### config.mk
export PLATFORM = sky130hd
export DESIGN_NAME = fifo_wr_arbiter
export DESIGN_NICKNAME = d
export VERILOG_FILES = /design/src/rtl/fifo_ctrl_pkg.sv /design/src/rtl/fifo_occ_counter.sv /design/src/rtl/fifo_wr_arbiter.sv
export SDC_FILE = /design/constraint.sdc
export NUM_CORES = 1
export LEC_CHECK = 0
export ABC_AREA = 0
export ABC_CLOCK_PERIOD_IN_PS = 2600
export BUFFER_PORTS_ARGS = -buffer_cell sky130_fd_sc_hd__buf_2
export CORE_AREA = 3 3 75 77
export CTS_BUF_LIST = sky130_fd_sc_hd__clkbuf_8
export DETAILED_ROUTE_END_ITERATION = 6
export DIE_AREA = 0 0 78 80
export GPL_TIMING_DRIVEN = 0
export PLACE_DENSITY = 0.81
export SLEW_MARGIN = 30
export SYNTH_ARGS = -nofsm -noshare
export SYNTH_HDL_FRONTEND = slang
export SYNTH_SLANG_ARGS = --single-unit
### constraint.sdc
create_clock -name clk -period 2.6 [get_ports clk]
set_input_delay 0.13 -clock clk [delete_from_list [all_inputs] [get_ports clk]]
set_output_delay 0.13 -clock clk [all_outputs]
set_load 0.1 [all_outputs]
### src/rtl/fifo_ctrl_pkg.sv
// Shared types and defaults for the two-requester FIFO write arbiter.
// State encoding is fixed so that other blocks can decode it directly.
package fifo_ctrl_pkg;

  localparam int FIFO_DEPTH_DEF = 8;
  localparam int DATA_WIDTH_DEF = 32;

  typedef enum logic [1:0] {
    IDLE = 2'b00,
    GNT0 = 2'b01,
    GNT1 = 2'b10
  } arb_state_t;

  // Grant decision for one cycle: vld = a write issues, idx = which requester.
  typedef struct packed {
    logic vld;
    logic idx;
  } grant_t;

endpackage

### src/rtl/fifo_occ_counter.sv
// Occupancy tracking for the controlled FIFO: count, full/empty decode,
// registered read strobe and one-cycle overflow/underflow error pulses.
module fifo_occ_counter
  import fifo_ctrl_pkg::*;
#(
  parameter  int DEPTH = FIFO_DEPTH_DEF,
  localparam int CW    = $clog2(DEPTH) + 1
) (
  input  logic          clk,
  input  logic          reset_n,
  input  logic          wr_issue,
  input  logic          rd_en,
  input  logic          any_req,
  output logic [CW-1:0] data_count,
  output logic          full,
  output logic          empty,
  output logic          fifo_rd_en,
  output logic          wr_err,
  output logic          rd_err
);

  localparam logic [CW-1:0] FULL_CNT = CW'(DEPTH);

  logic rd_issue;

  assign full     = (data_count == FULL_CNT);
  assign empty    = (data_count == '0);
  assign rd_issue = rd_en && !empty;

  always_ff @(posedge clk or negedge reset_n) begin
    if (!reset_n) begin
      data_count <= '0;
      fifo_rd_en <= 1'b0;
      wr_err     <= 1'b0;
      rd_err     <= 1'b0;
    end else begin
      fifo_rd_en <= rd_issue;
      wr_err     <= any_req && full;
      rd_err     <= rd_en && empty;
      // The arbiter never issues a write at full, so a read in the same
      // cycle cannot open a slot for a write-through.
      case ({wr_issue, rd_issue})
        2'b10:   data_count <= data_count + CW'(1);
        2'b01:   data_count <= data_count - CW'(1);
        default: data_count <= data_count;
      endcase
    end
  end

endmodule

### src/rtl/fifo_wr_arbiter.sv
// Two-requester write arbiter in front of a FIFO: no back-to-back grants to
// the same requester, round-robin on contention, occupancy-gated writes.
module fifo_wr_arbiter
  import fifo_ctrl_pkg::*;
#(
  parameter int DATA_WIDTH = DATA_WIDTH_DEF,
  parameter int DEPTH      = FIFO_DEPTH_DEF
) (
  input  logic                    clk,
  input  logic                    reset_n,
  input  logic                    req0,
  input  logic                    req1,
  input  logic [DATA_WIDTH-1:0]   din0,
  input  logic [DATA_WIDTH-1:0]   din1,
  output logic                    gnt0,
  output logic                    gnt1,
  input  logic                    rd_en,
  output logic                    fifo_wr_en,
  output logic                    fifo_rd_en,
  output logic [DATA_WIDTH-1:0]   fifo_din,
  output logic [$clog2(DEPTH):0]  data_count,
  output logic                    full,
  output logic                    empty,
  output logic                    wr_err,
  output logic                    rd_err
);

  arb_state_t state_q, state_d;
  logic       lgp_q, lgp_d;
  logic [1:0] elig;
  grant_t     gnt_d;

  always_comb begin
    elig[0] = req0 && (state_q != GNT0) && !full;
    elig[1] = req1 && (state_q != GNT1) && !full;
    gnt_d   = '0;
    lgp_d   = lgp_q;
    state_d = IDLE;
    case (elig)
      // Contention: favour the requester not recorded as last granted.
      2'b11: begin
        gnt_d = '{vld: 1'b1, idx: ~lgp_q};
        lgp_d = ~lgp_q;
      end
      2'b01:   gnt_d = '{vld: 1'b1, idx: 1'b0};
      2'b10:   gnt_d = '{vld: 1'b1, idx: 1'b1};
      default: gnt_d = '0;
    endcase
    if (gnt_d.vld) state_d = gnt_d.idx ? GNT1 : GNT0;
  end

  always_ff @(posedge clk or negedge reset_n) begin
    if (!reset_n) begin
      state_q    <= IDLE;
      lgp_q      <= 1'b1;
      gnt0       <= 1'b0;
      gnt1       <= 1'b0;
      fifo_wr_en <= 1'b0;
      fifo_din   <= '0;
    end else begin
      state_q    <= state_d;
      lgp_q      <= lgp_d;
      gnt0       <= gnt_d.vld && !gnt_d.idx;
      gnt1       <= gnt_d.vld &&  gnt_d.idx;
      fifo_wr_en <= gnt_d.vld;
      if (gnt_d.vld) fifo_din <= gnt_d.idx ? din1 : din0;
    end
  end

  fifo_occ_counter #(.DEPTH(DEPTH)) u_occ (
    .clk        (clk),
    .reset_n    (reset_n),
    .wr_issue   (gnt_d.vld),
    .rd_en      (rd_en),
    .any_req    (req0 || req1),
    .data_count (data_count),
    .full       (full),
    .empty      (empty),
    .fifo_rd_en (fifo_rd_en),
    .wr_err     (wr_err),
    .rd_err     (rd_err)
  );

endmodule

# --- Word level (Yosys, flattened, before mapping) ---
# Cells that the tools add are included.
word_totals:
  ram_bits: 0
  latchBits: 0
  regBits: 45
  wordCells: 41
  n_memories: 0
  output_inout_bits: 44
  rom_bits: 0
  input_bits: 69
op_classes:
  n_reduce_logical: 15
  n_mux: 5
  div_mod_pow: 0
  mul: 0
  add_sub_neg: 2
  eq_ne: 8
  n_bitwise: 1
  n_shift: 0
  n_lt_le_gt_ge: 0
op_table:
  columns: ["op", "n"]
  rows:
  - ["two-way mux 32 bit", 1]
  - ["logical AND 1 bit", 9]
  - ["one-hot mux 4 bit (2 select lines)", 1]
  - ["== test 2 bit (second input constant)", 3]
  - ["one-hot mux 2 bit (3 select lines)", 1]
  - ["adder 4 x 1 -> 4 bit (second input constant)", 1]
  - ["== test 2 x 1 -> 1 bit (second input constant)", 2]
  - ["== test 4 bit (second input constant)", 1]
  - ["logical NOT 4 bit", 1]
  - ["two-way mux 2 bit", 2]
  - ["subtractor 4 x 1 -> 4 bit (second input constant)", 1]
  - ["logical NOT 1 bit", 3]
  - ["inequality test 2 x 1 -> 1 bit (second input constant)", 1]
  - ["inequality test 2 bit (second input constant)", 1]
  - ["nonzero test 2 bit", 1]
  - ["logical OR 1 bit", 1]
  - ["inverter 1 bit", 1]

# --- Logic depth before layout (Yosys ltp) ---
# Gate-level depths: netlist of the first run.
depth:
  depth_word: 7
  mapped_depth: 11

# --- Hierarchy ---
# Synthesis of the first run repeated with hierarchy kept, for this count alone.
hier_totals:
  cells_unflattened: 168
  hier_area_um2: 2102.0
by_module_without_submodules:
  columns: ["mod", "area_each_um2", "cells_each", "instances", "seq_area_each_um2"]
  rows:
  - ["fifo_wr_arbiter", 1661.6, 130, 1, 902.1]
  - ["fifo_occ_counter", 440.4, 38, 1, 175.2]

# --- Worst setup path after synthesis of the first run ---
# No wires, ideal clock.
synth_path:
  path_kind: "register to register"
  from: "reg u_occ.data_count[2]"
  to: "reg u_occ.data_count[2]"
  required_ns: 2.435
  t_arrival_ns: 5.551
  path_stages_with_launch: 10
  setup_slack_ns: -3.116
  setup_time_ns: 0.165
  path_cell_list: "dfrtp_1 nor4_1 nor2b_1 ha_1 xor2_1 ha_1 a21oi_1 xor2_1 nor2_1 xor2_1"
synth_between:
  word_cells_on_any_way: 17
synth_rtl:
  columns: ["item", "line_no", "rtl"]
  rows:
  - ["start: declaration", "fifo_occ_counter.sv:14", "output logic [CW-1:0] data_count,"]
  - ["start signal: assignment", "fifo_occ_counter.sv:43", "2'b10: data_count <= data_count + CW'(1);"]
  - ["start signal: assignment", "fifo_occ_counter.sv:44", "2'b01: data_count <= data_count - CW'(1);"]
  - ["start signal: assignment", "fifo_occ_counter.sv:45", "default: data_count <= data_count;"]
  - ["logical NOT 4 bit *", "fifo_occ_counter.sv:27", "assign empty = (data_count == '0);"]
  - ["via empty", "fifo_wr_arbiter.sv:23", "output logic empty,"]
  - ["logical NOT 1 bit *", "fifo_occ_counter.sv:28", "assign rd_issue = rd_en && !empty;"]
  - ["logical AND 1 bit *", "fifo_occ_counter.sv:28", null]
  - ["via u_occ.rd_issue", "fifo_occ_counter.sv:24", "logic rd_issue;"]
  - ["== test 2 x 1 -> 1 bit or == test 2 bit (tied branches)", "fifo_occ_counter.sv:42", "case ({wr_issue, rd_issue})"]
  - ["one-hot mux 4 bit (2 select lines) or nonzero test 2 bit (tied branches)", null, null]
# The timed path passes the listed nets; every way through them passes the cells marked *.
# A chain may end at the register's enable or synchronous reset.

# --- Final worst setup path of the first run ---
layout_path:
  from: "reg u_occ.data_count[0]"
  to: "reg u_occ.data_count[2]"
layout_between:
  elab_chain_cells: 7
  word_cells_on_any_way: 17
layout_rtl:
  columns: ["item", "line_no", "rtl"]
  rows:
  - ["== test 4 bit", "fifo_occ_counter.sv:26", "assign full = (data_count == FULL_CNT);"]
  - ["logical NOT 1 bit", "fifo_wr_arbiter.sv:34, fifo_wr_arbiter.sv:35", null]
  - ["logical AND 1 bit, on equally long branches", "fifo_wr_arbiter.sv:34, fifo_wr_arbiter.sv:35", null]
  - ["== test 2 bit or == test 2 x 1 -> 1 bit (tied branches)", "fifo_wr_arbiter.sv:39", "case (elig)"]
  - ["one-hot mux 2 bit (3 select lines)", "fifo_wr_arbiter.sv:39", null]
  - ["== test 2 x 1 -> 1 bit or == test 2 bit (tied branches)", "fifo_occ_counter.sv:42", null]
  - ["one-hot mux 4 bit (2 select lines) or nonzero test 2 bit (tied branches)", null, null]
# Several ways; a longest one is shown, not always the timed one.

==> out/qor.csv, run 1 <==
metric,value,unit
clock_path_buffers,2,
cpMostUsedCell,xor2_1,
die_y,80,um
antenna_found_initial,0,
rows,26,
grt_use_total,17.65,%
netlist_area,2016,sq um
arrival,2670,ps
syn_area_per_cell,12.76,sq um
fp.dieW,78,um
htree_levels,2,
yosys.area.top_type,dfrtp_1,
dpl_cell_area,2698,sq um
clk-insertion-delay-late,300,ps
grt_pass1_wl,8438,um
post-cts-setup-buffers,0,
timing.final.crit_share,93.92,%
tns,0,ps
tritoncts,done,
numPortBuffers,112,
synth_cell_types,33,
slew-limit-headroom,64.23,%
synth-async-reset-ratio,100.0,%
max_freq,409.5,MHz
drtPass1Iterations,4,
yosysWarnings,0,
ys_ff_latch,43,
syn-num-nets,230,
core_area,5075,sq um
worst-setup-path-type,reg2reg,
synth_top_flop_cell,dfrtp_1,
post-synth-top-count-cell,dfrtp_1,
synth.top_cell.area_share,52.14,%
grt_max_degree,44,
crit_fanout,16,
wire_per_inst,15.46,um
drt-initial-drc-count,81,
overflow,0,
setup-violations-final,0,
wl,5364,um
synth_edf_count,0,
cts_sinks,43,
syn2layout_area_growth,38.73,%
cp-start-kind,flop,
hold_viol,0,
cp_slowest_stage_delay,540,ps
worst_slew_pin_slew,536.6,ps
nets,348,
diodes,0,
final_core_util,55.10,%
cts_made_buffers,5,
layout-drive-gt1-share,51.62,%
cpMaxStageDelayCell,dfrtp_4,
rsz0062_at_grt,no,
final_cell_area,2796,sq um
synth_seq_area_share,53.45,%
fillers,436,
die-area,6240,sq um
clock_skew,12.22,ps
post-route-drc-count,0,
rr_worst_depth,10,
synth_common_cells,"dfrtp_1, a21boi_0, a221o_1",
clk_pin_slew,90,ps
place_congestion,0.7662,
period_minus_slack,2442,ps
synth_cells,158,
hold_class,in2reg,
slew_violations,0,
ioPinCount,113,
required,2830,ps
min_delay_path_depth,2,
hpwl,3861,um
vias,1812,
status,"finished, final reports clean",
initial_core_util,39.72,%
ant_nets,0,
vias_per_cell,5.222,
root_buffer,clkbuf_8,
synth.area.top_cells,"dfrtp_1, a221o_1, a21boi_0, ha_1, xor2_1",
crit_path_end_kind,flop,
cap_violations,0,
grt_pass1_vias,1724,
cp_cell_sequence,or4b_4 > o21a_4 > nand2_2 > ha_4 > xor2_1 > ha_2 > a21oi_2 > xor2_1 > nor2_1 > xor2_1,
-- area by class of cell --
cell class	instances	area (sq um)	area share [%]
Buffer	10	63.81	2.282
Inverter	3	11.26	0.4027
Clock inverter	3	12.51	0.4474
Multi-Input combinational cell	100	894.6	31.99
Clock buffer	5	68.82	2.461
Tap cell	70	87.58	3.132
Timing Repair Buffer	113	573.1	20.49
Sequential cell	43	1085	38.79
-- final timing paths --
kind | endpoint | slack (ps) | startpoint
min in group asynchronous | fifo_din[22] | 370 | reset_n
min reg2reg | lgp_q | 500 | lgp_q
max in group asynchronous | u_occ.data_count[0] | 1810 | reset_n
max | u_occ.data_count[2] | 160 | u_occ.data_count[0]
max reg2reg | u_occ.data_count[2] | 160 | u_occ.data_count[0]
min | u_occ.rd_err | 40 | rd_en
-- logic make-up (layout without fill, tap and decap cells) --
group | count (synthesis) | after routing | synth area share, %
and+or+nand+nor | 18 | 18 | 5.835
xor gates and xnor gates | 6 | 6 | 2.607
DFF | 43 | 43 | 53.45
muxes | 2 | 2 | 1.055
AOI/OAI and AO/OA | 70 | 70 | 30.60
buffers and inverters | 15 | 134 | 4.096
adders and majority gates | 4 | 4 | 2.359
-- flip-flops by register name, indices dropped and copies added, names as in the netlist --
register / count
gnt0: 1
u_occ.rd_err: 1
lgp_q: 1
gnt1: 1
fifo_din: 32
fifo_wr_en: 1
u_occ.data_count: 4
u_occ.wr_err: 1
u_occ.fifo_rd_en: 1
-- placed cells by master (no fill, tap or decap), drive strengths merged, types with 2 or more instances in the layout --
cell,n
a221o,32
nand2b,2
a21boi,32
buf,118
xor2,4
xnor2,2
ha,3
inv,5
a21oi,2
dfrtp,42
nand2,2
nor2,4
nor2b,2
clkbuf,9
-- through the flow --
stage	setup slack [ps]	instances	hold WS [ps]
detailed placement	-141.3	340	341.7
floorplan	-560.8	158	-165.6
global route	26.92	347	48.60
global placement	-117.8	340	327.7
finish	158.0	347	42.25
CTS	64.05	347	10.20
-- layer usage --
| metal | wire (um) | part of all wire [%] | GRT usage, % | vias up |
|---|---|---|---|---|
| met2 | 2551 | 48 | 28.17 | 77 |
| met1 | 2268 | 42 | 22.97 | 872 |
| li1 | - | - | - | 857 |
| met5 | 0 | 0 | 0 | - |
| met4 | 80 | 1.5 | 7.867 | 0 |
| met3 | 463 | 8.6 | 3.950 | 6 |
-- what timing repair did --
action	CTS	global route
endpoints found under the setup margin	2	2
hold buffers	0	1
hold endpoints to repair	0	42
resized for setup	0	2
-- worst max-delay path: cells and delay by family, from the launching register on --
kind	cells	cell delay (ps)
DFF	1	540
adders and majority gates	2	370
and+or+nand+nor	3	780
AOI/OAI and AO/OA	2	240
xor gates and xnor gates	3	440
Power of run 1 is left out: the tool's default activity adds up to more than one toggle a clock period on the data nets, which glitch-free logic cannot reach.
==> run 2, diff against run 1 <==
--- a/config.mk
+++ b/config.mk
@@ -7,13 +7,13 @@
 export LEC_CHECK = 0
 export ABC_AREA = 0
 export ABC_CLOCK_PERIOD_IN_PS = 2600
-export BUFFER_PORTS_ARGS = -buffer_cell sky130_fd_sc_hd__buf_2
 export CORE_AREA = 3 3 75 77
 export CTS_BUF_LIST = sky130_fd_sc_hd__clkbuf_8
 export DETAILED_ROUTE_END_ITERATION = 6
 export DIE_AREA = 0 0 78 80
+export DONT_BUFFER_PORTS = 1
 export GPL_TIMING_DRIVEN = 0
-export PLACE_DENSITY = 0.81
+export PLACE_DENSITY = 0.62
 export SLEW_MARGIN = 30
 export SYNTH_ARGS = -nofsm -noshare
 export SYNTH_HDL_FRONTEND = slang
==> out/qor.csv, run 2 (synthesis results as in run 1) <==
metric,value,unit,change
grt_max_degree,44,,unchanged
max_freq,393.0,MHz,-4.0%
drt-initial-drc-count,115,,+42%
clk_pin_slew,80,ps,about the same
clock_skew,4.480,ps,-7.743 ps
layout-drive-gt1-share,18.41,%,-33 points
grt_use_total,20.40,%,+2.7 points
drtPass1Iterations,4,,unchanged
diodes,0,,unchanged
placedCellCount,229,,-33%
tritoncts,done,,
r2r-start,u_occ.data_count[2],,
hpwl,3987,um,+3.3%
ant_nets,0,,unchanged
rsz0062_at_grt,yes,,
nets,310,,-11%
crit_buf_inv,0,,unchanged
grt_pass1_wl,9929,um,+18%
fp.dieW,78,um,unchanged
crit_fanout,6,,-10
place_congestion,0.6810,,-11%
slew-limit-headroom,38.28,%,-26 points
vias_per_cell,5.699,,+9.1%
root_buffer,clkbuf_8,,
ioPinCount,113,,unchanged
cp-start-kind,flop,,
arrival,2710,ps,+40 ps
cp_slowest_stage_delay,650,ps,+110 ps
cts_sinks,43,,unchanged
post-route-drc-count,0,,unchanged
top_register,fifo_din,,
largestRegisters,"fifo_din (32), u_occ.data_count (4)",,
worst_slew_pin_slew,925.8,ps,+389.2 ps
overflow,0,,unchanged
worst-setup-path-type,reg2reg,,
die_y,80,um,unchanged
hold_viol,0,,unchanged
instances_no_fill,309,,-11%
setup_ws,55.60,ps,-102.5 ps
htree_levels,2,,unchanged
period_minus_slack,2544,ps,+102.5 ps
final_cell_area,3045,sq um,+8.9%
required,2760,ps,-70 ps
dp_slack,-707.8,ps,-566.5 ps
setup-violations-final,0,,unchanged
worstSetupPathDepth,10,,unchanged
die-area,6240,sq um,unchanged
seqCellArea,1097,sq um,+1.2%
largest_reg_flops,32,,unchanged
clk-insertion-delay-late,290,ps,about the same
grt_pass1_vias,1944,,+13%
numPortBuffers,0,,-100%
dpl_cell_area,2152,sq um,-20%
cp_cell_sequence,or4b_4 > o21a_4 > nand2_4 > ha_4 > xor2_2 > ha_2 > a21oi_2 > xor2_1 > nor2_1 > xor2_1,,
cap_violations,0,,unchanged
vias,1761,,-2.8%
syn2layout_area_growth,51.09,%,
hold_class,in2reg,,
timing.final.crit_share,97.86,%,+3.9 points
initial_core_util,39.72,%,unchanged
status,"finished, final reports clean",,
core_area,5075,sq um,unchanged
rows,26,,unchanged
crit_path_end_kind,flop,,
mostFrequentLayoutCells,"dlygate4sd3_1, dfrtp_1, a21boi_0",,
startpoint,u_occ.data_count[2],,
cp_top_family,simple AND/OR/NAND/NOR gates,,
r2r-end,u_occ.data_count[2],,
multi_input_area,914.6,sq um,+2.2%
ff2ff_setup_slack,60,ps,-100 ps
wl,6394,um,+19%
cts_made_buffers,5,,unchanged
fillers,423,,-3.0%
clock_path_buffers,2,,unchanged
crit_end,u_occ.data_count[2],,
rr_worst_depth,10,,unchanged
cpMostUsedCell,xor2_1,,
wire_per_inst,20.69,um,+34%
final_common_cell,dlygate4sd3_1,,
slew_violations,0,,unchanged
antenna_found_initial,0,,unchanged
cpMaxStageDelayCell,dfrtp_4,,
==> run 2: how the worst min path moves through the flow <==
stage | start | to | slack, ps | depth (start not counted)
after floorplan | reset_n | fifo_din[0] | -170 | 0
after global placement | reset_n | fifo_din[18] | -160 | 0
after detailed placement | reset_n | fifo_din[18] | -160 | 0
after CTS | din0[18] | fifo_din[18] | 0.6 | 1
after global routing | rd_en | u_occ.fifo_rd_en | 50 | 1
final | req1 | lgp_q | 60 | 3
==> run 2: worst reg2reg max path, cell delays in order, from the launching register on <==
cell,delay [ps]
dfrtp_4,650
or4b_4,630
o21a_4,160
nand2_4,90
ha_4,150
xor2_2,80
ha_2,200
a21oi_2,120
xor2_1,160
nor2_1,60
xor2_1,140
==> run 2: metrics by stage <==
stage | util (%) | TNS, ps | hold WS (ps)
floorplan | - | -1412 | -165.6
global placement | 42.11 | -1798 | -164.4
detailed placement | 42.41 | -1946 | -164.5
CTS | 58.85 | 0 | 0.5953
global route | 60.01 | -58.57 | 47.84
finish | 60.01 | 0 | 56.72
==> run 2: per-layer routing <==
layer  global-route usage (%)  routed length [um]  up-vias
li1                         -                   -      776
met1                    21.47                2273      897
met2                    39.38                3634       84
met3                    6.659                 462        4
met4                    4.196                  23        0
met5                        0                   0        -
==> run 2: what timing repair did <==
item                                   4_1_cts  5_1_grt
pin swaps                                    4        2
resized for setup                           10        2
endpoints found under the hold margin       76        2
setup endpoints to repair                    4        2
setup buffers                                3        2
hold buffers                                66        3
==> run 2: final cells by class <==
class                      instances  area share (%)
buffer                            10           2.095
clock buffer                       6           2.712
clock inverter                     2           1.150
inverter                           3          0.3698
multi-input combinational        100           30.03
sequential                        43           36.03
tap                               70           2.876
timing repair buffer              75           24.73
Power of run 2 is left out for the same reason.
==> run 3, diff against run 2 <==
--- a/config.mk
+++ b/config.mk
@@ -12,7 +12,7 @@
 export DETAILED_ROUTE_END_ITERATION = 6
 export DIE_AREA = 0 0 78 80
 export DONT_BUFFER_PORTS = 1
-export GPL_TIMING_DRIVEN = 0
+export GPL_TIMING_DRIVEN = 1
 export PLACE_DENSITY = 0.62
 export SLEW_MARGIN = 30
 export SYNTH_ARGS = -nofsm -noshare
==> out/qor.csv, run 3 (synthesis results as in run 1) <==
metric,value,unit,change
hold_class,in2reg,,
required,2810,ps,+50 ps
final_common_cell,dlygate4sd3_1,,
crit_path_end_kind,flop,,
post-route-drc-count,0,,unchanged
cts_sinks,43,,unchanged
hpwl,3749,um,-6.0%
ioPinCount,113,,unchanged
arrival,2620,ps,-90 ps
syn2layout_area_growth,45.56,%,
status,"finished, final reports clean",,
grt_use_total,20.80,%,+0.40 points
worst-setup-path-type,reg2reg,,
cp-start-kind,flop,,
tritoncts,done,,
clk-insertion-delay-late,280,ps,about the same
vias_per_cell,5.602,,-1.7%
top_register,fifo_din,,
wl,6396,um,about the same
grt_pass1_vias,1946,,+0.10%
worst_slew_pin_slew,921.0,ps,-4.753 ps
diodes,0,,unchanged
layout-drive-gt1-share,17.52,%,-0.89 points
wire_per_inst,21.04,um,+1.7%
post-cts-setup-buffers,0,,-3
fillers,438,,+3.5%
largest_reg_flops,32,,unchanged
rows,26,,unchanged
dp_slack,178.6,ps,+886.4 ps
initial_core_util,39.72,%,unchanged
grt_max_degree,44,,unchanged
grt_pass1_wl,10050,um,+1.2%
clk_pin_slew,80,ps,about the same
core_area,5075,sq um,unchanged
slew-limit-headroom,38.60,%,+0.32 points
ant_nets,0,,unchanged
place_congestion,0.6943,,+2.0%
max_freq,415.6,MHz,+5.7%
crit_fanout,5,,-1
clock_path_buffers,2,,unchanged
rsz0062_at_grt,no,,
mostFrequentLayoutCells,"dlygate4sd3_1, dfrtp_1, a21boi_0",,
nets,305,,-1.6%
setup-violations-final,0,,unchanged
die_y,80,um,unchanged
vias,1703,,-3.3%
largestRegisters,"fifo_din (32), u_occ.data_count (4)",,
setup_ws,193.7,ps,+138.1 ps
antenna_found_initial,0,,unchanged
die-area,6240,sq um,unchanged
period_minus_slack,2406,ps,-138.1 ps
drtPass1Iterations,4,,unchanged
clock_skew,8.424,ps,+3.945 ps
hold_viol,0,,unchanged
slew_violations,0,,unchanged
dpl_cell_area,2188,sq um,+1.7%
drt-initial-drc-count,66,,-43%
instances_no_fill,304,,-1.6%
htree_levels,2,,unchanged
placedCellCount,232,,+1.3%
overflow,0,,unchanged
fp.dieW,78,um,unchanged
numPortBuffers,0,,unchanged
min_delay_path_depth,1,,-2
rr_worst_depth,10,,unchanged
root_buffer,clkbuf_8,,
timing.final.crit_share,92.55,%,-5.3 points
cap_violations,0,,unchanged
cts_made_buffers,5,,unchanged
final_cell_area,2934,sq um,-3.7%
-- run 3: cell type report --
type / instances / area (sq um) / area share [%]
flip-flops and latches: 43 / 1085 / 36.97
multi-input cells: 100 / 899.6 / 30.66
repair buffers: 80 / 770.7 / 26.27
well taps: 70 / 87.58 / 2.985
clock buffers: 5 / 68.82 / 2.345
clock inverters: 3 / 11.26 / 0.3838
inverters: 3 / 11.26 / 0.3838
-- run 3: worst paths after layout --
path,start,to,slack [ps]
max in group asynchronous,reset_n,lgp_q,2020
worst min-delay path,din1[18],fifo_din[18],10
worst max register to register,u_occ.data_count[0],u_occ.data_count[2],190
worst max-delay path,u_occ.data_count[0],u_occ.data_count[2],190
worst min register to register,lgp_q,lgp_q,490
min in group asynchronous,reset_n,fifo_din[21],310
-- run 3: layer usage --
metal | vias to the layer above | GRT usage (%) | part of all wire [%]
met2 | 89 | 40.15 | 56
li1 | 766 | - | -
met4 | 0 | 6.643 | 1.1
met5 | - | 0 | 0
met1 | 838 | 21.44 | 36
met3 | 10 | 5.982 | 7.1
-- run 3: worst max-delay path, stage by stage, from the launching register on --
cell     delay [ps]
dfrtp_4         500
or4b_4          520
o21a_4          140
nand2_1         150
ha_4            190
xor2_1          150
ha_2            200
a21oi_2          40
xor2_1          170
nor2_1          120
xor2_1          150
-- run 3: through the flow --
| stage | util, % | hold slack (ps) | TNS (ps) |
|---|---|---|---|
| after global routing | 57.82 | 0.09889 | 0 |
| after detailed placement | 43.12 | -164.5 | 0 |
| after global placement | 43.12 | -164.4 | 0 |
| after floorplan | - | -165.6 | -1412 |
| after CTS | 57.13 | 1.476 | 0 |
| final | 57.82 | 13.29 | 0 |
-- run 3: timing repair --
item | CTS | global route
hold buffers | 62 | 2
endpoints found under the hold margin | 74 | 1
resized for setup | 0 | 1
endpoints found under the setup margin | 0 | 1
Power of run 3 is left out for the same reason.
